### src/rtl/calc_sequencer_if.sv
// Signal bundle between the command host, the sequencer and the calculator.
// The host/bench side uses master; the sequencer uses slave.
interface calc_sequencer_if #(
  parameter int CNT_W = 8
);
  logic [23:0]      in_data;
  logic             in_valid;
  logic             in_ready;
  logic             WEN;
  logic [2:0]       RW;
  logic [2:0]       RX;
  logic [2:0]       RY;
  logic [7:0]       DataIn;
  logic             Sel;
  logic [3:0]       Ctrl;
  logic [7:0]       busY;
  logic             Carry;
  logic [7:0]       res_data;
  logic             res_carry;
  logic             res_valid;
  logic             res_ready;
  logic [CNT_W-1:0] ins_count;

  modport master (
    output in_data, in_valid, res_ready, busY, Carry,
    input  in_ready, WEN, RW, RX, RY, DataIn, Sel, Ctrl,
           res_data, res_carry, res_valid, ins_count
  );

  modport slave (
    input  in_data, in_valid, res_ready, busY, Carry,
    output in_ready, WEN, RW, RX, RY, DataIn, Sel, Ctrl,
           res_data, res_carry, res_valid, ins_count
  );
endinterface

### src/rtl/calc_sequencer.sv
// Buffers 24-bit instruction words in a FIFO and issues each one to the
// calculator for a single cycle, optionally returning busY/Carry.
module calc_sequencer #(
  parameter int DEPTH = 4,
  parameter int CNT_W = 8
) (
  input  logic              Clk,
  input  logic              Rst,
  calc_sequencer_if.slave   bus
);
  localparam int AW = (DEPTH > 1) ? $clog2(DEPTH) : 1;
  localparam logic [AW:0] FULL_CNT = (AW + 1)'(DEPTH);

  typedef enum logic [1:0] {IDLE, ISSUE, RESP} state_e;

  logic [23:0]      mem_q [DEPTH];
  logic [AW-1:0]    wr_ptr_q, rd_ptr_q;
  logic [AW:0]      count_q, count_d;
  logic             full, empty, push, pop;
  logic [23:0]      head;

  state_e           state_q;
  logic             wen_q, sel_q, rd_q;
  logic [2:0]       rw_q, rx_q, ry_q;
  logic [7:0]       imm_q;
  logic [3:0]       ctrl_q;
  logic [7:0]       res_data_q;
  logic             res_carry_q, res_valid_q;
  logic [CNT_W-1:0] cnt_q;

  assign full  = (count_q == FULL_CNT);
  assign empty = (count_q == '0);
  // Full refuses a push even when a pop happens in the same cycle.
  assign push  = bus.in_valid && !full;
  assign pop   = (state_q == IDLE) && !empty;
  assign head  = mem_q[rd_ptr_q];

  always_comb begin
    count_d = count_q;
    case ({push, pop})
      2'b10:   count_d = count_q + 1'b1;
      2'b01:   count_d = count_q - 1'b1;
      default: count_d = count_q;
    endcase
  end

  always_ff @(posedge Clk) begin
    if (Rst) begin
      wr_ptr_q <= '0;
      rd_ptr_q <= '0;
      count_q  <= '0;
    end else begin
      if (push) begin
        mem_q[wr_ptr_q] <= bus.in_data;
        wr_ptr_q        <= wr_ptr_q + 1'b1;
      end
      if (pop) rd_ptr_q <= rd_ptr_q + 1'b1;
      count_q <= count_d;
    end
  end

  // Calculator fields are loaded on pop and cleared on leaving ISSUE, so the
  // ports are plain flop outputs that are nonzero only during ISSUE.
  always_ff @(posedge Clk) begin
    if (Rst) begin
      state_q     <= IDLE;
      {ctrl_q, sel_q, wen_q, rd_q, rw_q, rx_q, ry_q, imm_q} <= '0;
      res_data_q  <= '0;
      res_carry_q <= 1'b0;
      res_valid_q <= 1'b0;
      cnt_q       <= '0;
    end else begin
      case (state_q)
        IDLE: begin
          if (!empty) begin
            {ctrl_q, sel_q, wen_q, rd_q, rw_q, rx_q, ry_q, imm_q} <= head;
            state_q <= ISSUE;
          end
        end
        ISSUE: begin
          cnt_q <= cnt_q + 1'b1;
          {ctrl_q, sel_q, wen_q, rd_q, rw_q, rx_q, ry_q, imm_q} <= '0;
          if (rd_q) begin
            res_data_q  <= bus.busY;
            res_carry_q <= bus.Carry;
            res_valid_q <= 1'b1;
            state_q     <= RESP;
          end else begin
            state_q <= IDLE;
          end
        end
        RESP: begin
          if (bus.res_ready) begin
            res_valid_q <= 1'b0;
            state_q     <= IDLE;
          end
        end
        default: state_q <= IDLE;
      endcase
    end
  end

  assign bus.in_ready  = !full;
  assign bus.WEN       = wen_q;
  assign bus.RW        = rw_q;
  assign bus.RX        = rx_q;
  assign bus.RY        = ry_q;
  assign bus.DataIn    = imm_q;
  assign bus.Sel       = sel_q;
  assign bus.Ctrl      = ctrl_q;
  assign bus.res_data  = res_data_q;
  assign bus.res_carry = res_carry_q;
  assign bus.res_valid = res_valid_q;
  assign bus.ins_count = cnt_q;
endmodule

### src/flat_wrapper.sv
// flat-port wrapper written by rule: the top's interface ports become plain ports
module calc_sequencer_flat 
#(
  parameter int DEPTH = 4,
  parameter int CNT_W = 8
)
  (Clk, Rst, bus_in_data, bus_in_valid, bus_res_ready, bus_busY, bus_Carry, bus_in_ready, bus_WEN, bus_RW, bus_RX, bus_RY, bus_DataIn, bus_Sel, bus_Ctrl, bus_res_data, bus_res_carry, bus_res_valid, bus_ins_count);
  calc_sequencer_if #(.CNT_W(CNT_W)) bus_i ();
  input  logic Clk;
  input  logic Rst;
  input wire logic [$bits(bus_i.in_data)-1:0] bus_in_data;
  input wire logic [$bits(bus_i.in_valid)-1:0] bus_in_valid;
  input wire logic [$bits(bus_i.res_ready)-1:0] bus_res_ready;
  input wire logic [$bits(bus_i.busY)-1:0] bus_busY;
  input wire logic [$bits(bus_i.Carry)-1:0] bus_Carry;
  output wire logic [$bits(bus_i.in_ready)-1:0] bus_in_ready;
  output wire logic [$bits(bus_i.WEN)-1:0] bus_WEN;
  output wire logic [$bits(bus_i.RW)-1:0] bus_RW;
  output wire logic [$bits(bus_i.RX)-1:0] bus_RX;
  output wire logic [$bits(bus_i.RY)-1:0] bus_RY;
  output wire logic [$bits(bus_i.DataIn)-1:0] bus_DataIn;
  output wire logic [$bits(bus_i.Sel)-1:0] bus_Sel;
  output wire logic [$bits(bus_i.Ctrl)-1:0] bus_Ctrl;
  output wire logic [$bits(bus_i.res_data)-1:0] bus_res_data;
  output wire logic [$bits(bus_i.res_carry)-1:0] bus_res_carry;
  output wire logic [$bits(bus_i.res_valid)-1:0] bus_res_valid;
  output wire logic [$bits(bus_i.ins_count)-1:0] bus_ins_count;
  assign bus_i.in_data = bus_in_data;
  assign bus_i.in_valid = bus_in_valid;
  assign bus_i.res_ready = bus_res_ready;
  assign bus_i.busY = bus_busY;
  assign bus_i.Carry = bus_Carry;
  assign bus_in_ready = bus_i.in_ready;
  assign bus_WEN = bus_i.WEN;
  assign bus_RW = bus_i.RW;
  assign bus_RX = bus_i.RX;
  assign bus_RY = bus_i.RY;
  assign bus_DataIn = bus_i.DataIn;
  assign bus_Sel = bus_i.Sel;
  assign bus_Ctrl = bus_i.Ctrl;
  assign bus_res_data = bus_i.res_data;
  assign bus_res_carry = bus_i.res_carry;
  assign bus_res_valid = bus_i.res_valid;
  assign bus_ins_count = bus_i.ins_count;
  calc_sequencer #(.DEPTH(DEPTH), .CNT_W(CNT_W)) u_core (.Clk(Clk), .Rst(Rst), .bus(bus_i));
endmodule
### config.mk
export PLATFORM = sky130hd
export DESIGN_NAME = calc_sequencer_flat
export DESIGN_NICKNAME = d
export VERILOG_FILES = /design/src/rtl/calc_sequencer_if.sv /design/src/rtl/calc_sequencer.sv /design/src/flat_wrapper.sv
export SDC_FILE = /design/constraint.sdc
export NUM_CORES = 1
export LEC_CHECK = 0
export CORE_MARGIN = 2
export CORE_UTILIZATION = 49
export DETAILED_ROUTE_END_ITERATION = 6
export GPL_TIMING_DRIVEN = 0
export PLACE_DENSITY = 0.75
export SYNTH_ARGS = -nofsm -noshare
export SYNTH_HDL_FRONTEND = slang
export SYNTH_SLANG_ARGS = --single-unit
### constraint.sdc
create_clock -name Clk -period 2.48 [get_ports Clk]
set_input_delay 0.372 -clock Clk [delete_from_list [all_inputs] [get_ports Clk]]
set_output_delay 0.372 -clock Clk [all_outputs]
set_load 0.005 [all_outputs]
==> impl_metrics.yaml <==
detailed_routing:
  drtAntennaViolNets: 0
  viasPerCell: 5.44
  wirelength_um: 10600
  drt-initial-drc-count: 176
  drc: 0
  vias: 3124
  avgRoutedWirePerCell_um: 18.5
  detail_route.first_pass.iterations: 4
worst_setup_path:
  timing.rr.end: "u_core.count_q[2]$_SDFFE_PP0P_"
  timing.setup.critical_path_class: "reg2out"
  worst_reg2reg_setup_slack_ns: 0.27
  launch_instance_of_the_worst_register_to_register_path: "u_core.count_q[0]$_SDFFE_PP0P_"
  critPathLaunchType: "register"
  crit_path_capture_type: "output pin"
  wp_data_required_ns: 2.11
  timing.critical_path.arrival_ns: 1.89
  launch_point_of_the_worst_path: "u_core.count_q[2]$_SDFFE_PP0P_"
  worst_reg_to_reg_path_cell_count: 7
  worstPathMaxFanout: 5
sta:
  rsz0062_at_grt: "no"
  max_clock_freq_ghz: 0.443
  final.min_clock_period_ns: 2.26
  slew_headroom_pct: 48.9
  fin_ws_ns: 0.221
  skew_ns: 0.0112
  final_setup_viols: 0
  report.final.slew_viol_count: 0
  finalHoldViolations: 0
  timing_worst_slew_pin_value_ns: 0.760
  final_cycle_share_pct: 91.1
pwr:
  sw_frac_of_total_pct: 26.3
  internal_power_uw: 5570
  combinational_share_of_power_pct: 22.9
  clock_power_share_pct: 35.1
  worst_vdd_drop_v: 0.000511
  p_leak_uw: 0.00241
  power_density_nw_per_um2: 1070
  total_switching_power_uw: 1980
  seq_power_share_pct: 42.1
layout:
  insertedDiodeCount: 0
  layout_commonest_cell: "edfxtp_1"
  design.final.nets: 465
  syn2layout_area_growth_pct: 28.8
  final_cell_area_um2: 7080
  commonest_cells_after_routing_fill_and_taps_aside: "edfxtp_1 (96), clkdlybuf4s50_1 (78), dfxtp_1 (53)"
  finalCoreUtilization_pct: 65.0
  drive_above_1_share_pct: 18.2
clock_network:
  cts.sinks: 149
  cts_buffer_depth: 2
  tritoncts_clock_tree: "done"
  numCtsBuffers: 17
  cts.root.buffer_cell: "clkbuf_8"
  clkTransAtPathRegs_ns: 0.06
  post_cts_hold_buffer_count: 0
  clkLatencyLatePin_ns: 0.51
  htree_num_levels: 4
synth:
  synth-warning-count: 0
  synth-edff-count: 96
  synthesis.area_per_instance_um2: 17.0
  area_of_the_mapped_netlist_um2: 5500
  synth.net_count: 368
  synthCells: 324
  synth-main-ff-cell: "edfxtp_1"
  yosys.cell_types.count: 39
  portion_of_the_post_synthesis_area_used_by_sequential_elements_pct: 71.7
  async_reset_ff_share_pct: 0
  synth_seq_cells: 149
grt:
  pin_count_of_the_biggest_net_entering_global_routing: 25
  first_global_vias: 3227
  antenna_found_initial: 0
  gr-usage-all-layers_pct: 19.1
  grt_overflow: 0
  global_route_wire_length_before_repair_um: 16700
placed_design:
  placement.setup.worst_slack_ns: -0.630
  dpl-instance-area_um2: 6450
  place.gp.congestion: 0.733
  numPortBuffers: 78
  detailedPlacementHpwl_um: 6500
flow_run:
  max_cap_violations: 0
worst_hold_path:
  hold_path.class: "in2reg"
  timing.hold.worst_endpoint: "u_core.bus.res_carry$_SDFFE_PP0P_"
  holdPathStages: 3
  holdCritStartpoint: "bus_Carry"
floorplan:
  i_o_pin_count: 79
  width_of_the_die_um: 110
  core.rowCount: 38
  start_util_pct: 50.5
  die-height_um: 110
  coreArea_um2: 10900
  dieArea_um2: 12100
status:
  status: "complete, no violations"
[final cells by class]
| class | instances | area (um2) |
|---|---|---|
| sequential | 149 | 3940 |
| fill | 771 | 3810 |
| multi-input combinational | 152 | 1460 |
| timing repair buffer | 78 | 781 |
| clock buffer | 17 | 414 |
| clock inverter | 15 | 201 |
| tap | 140 | 175 |
| buffer | 17 | 86.3 |
| inverter | 6 | 22.5 |
[critical path, stage by stage, from the launching register on]
cell             delay [ns]
dfxtp_1                0.41
nor3b_2                0.33
inv_1                  0.17
clkdlybuf4s50_1        0.48
[through the flow]
stage          setup TNS [ns]  std cells  hold slack [ns]  total power (uW)
2_1_floorplan               0        324            0.453              4200
3_3_place_gp           -54.26        542            0.442              4900
3_5_place_dp           -58.84        542            0.452              4950
4_1_cts                     0        574            0.412              7610
5_1_grt                     0        574            0.431              7910
6_report                    0        574            0.441              7550
[layer usage]
layer / global-route usage [%] / part of all wire [%] / vias to the layer above
li1: - / - / 1467
met1: 24.4 / 42 / 1565
met2: 32.0 / 53 / 81
met3: 3.91 / 4.4 / 11
met4: 7.41 / 1.2 / 0
met5: 0 / 0 / -
[power groups by stage]
stage	Combinational, uW	Sequential [uW]	Clock (uW)
2_1_floorplan	1020	3190	0
3_3_place_gp	1690	3210	0
3_5_place_dp	1730	3220	0
4_1_cts	1740	3180	2690
5_1_grt	1890	3210	2810
6_report	1730	3180	2650
[cells by family after synthesis]
kind of cell / Yosys count / share of synthesized area (%)
simple gates: 59 / 6.23
fa+ha+maj: 7 / 1.73
mux: 28 / 10.6
buf+inv: 23 / 1.98
compound gates: 54 / 7.10
flops: 149 / 71.7
xor+xnor: 4 / 0.637
[repair_timing]
action / 4_1_cts / 5_1_grt
setup buffers: 0 / 0
endpoints found under the setup margin: 96 / 2
gates resized for setup: 4 / 1
cloned: 0 / 0
[worst max path at each step]
| stage | to | cells past startpoint |
|---|---|---|
| 3_5_place_dp | u_core.mem_q[2][7]$_DFFE_PP_ | 4 |
| 6_report | bus_in_ready | 3 |
| 4_1_cts | bus_in_ready | 3 |
| 3_3_place_gp | u_core.mem_q[0][7]$_DFFE_PP_ | 4 |
| 5_1_grt | bus_in_ready | 3 |
| 2_1_floorplan | u_core.count_q[2]$_SDFFE_PP0P_ | 7 |
[cells in the mapped netlist (2+ instances only)]
cell | n | area (um2)
nor3_1 | 2 | 10.0
o31ai_1 | 4 | 30.0
inv_1 | 6 | 22.5
or3_1 | 2 | 12.5
mux2_2 | 2 | 22.5
clkbuf_1 | 7 | 26.3
mux4_2 | 24 | 541
or4_1 | 4 | 30.0
a21oi_1 | 20 | 100
dfxtp_1 | 53 | 1060
buf_1 | 2 | 7.51
ha_1 | 6 | 75.1
and2_1 | 4 | 25.0
buf_2 | 6 | 30.0
edfxtp_1 | 96 | 2880
nor2b_1 | 3 | 18.8
nand4_1 | 2 | 12.5
nor2_1 | 8 | 30.0
nand3b_1 | 2 | 15.0
mux2i_1 | 2 | 20.0
a22o_1 | 20 | 175
buf_6 | 2 | 22.5
nand2_1 | 12 | 45.0
nand3_1 | 12 | 60.1
a22o_2 | 4 | 40.0
o21ai_0 | 4 | 20.0
xor2_1 | 2 | 17.5
xnor2_1 | 2 | 17.5
[sequential cells by signal, indices dropped and copies added (netlist names), named ones only]
name	cells
u_core.mem_q	96
u_core.bus.DataIn	8
u_core.bus.ins_count	8
u_core.bus.res_data	8
u_core.bus.Ctrl	4
u_core.bus.RW	3
u_core.bus.RX	3
u_core.bus.RY	3
u_core.count_q	3
u_core.rd_ptr_q	2
u_core.state_q	2
u_core.wr_ptr_q	2
u_core.bus.Sel	1
u_core.bus.WEN	1
u_core.bus.res_carry	1
u_core.bus.res_valid	1
u_core.rd_q	1
Power figures use the tool's default switching activity.
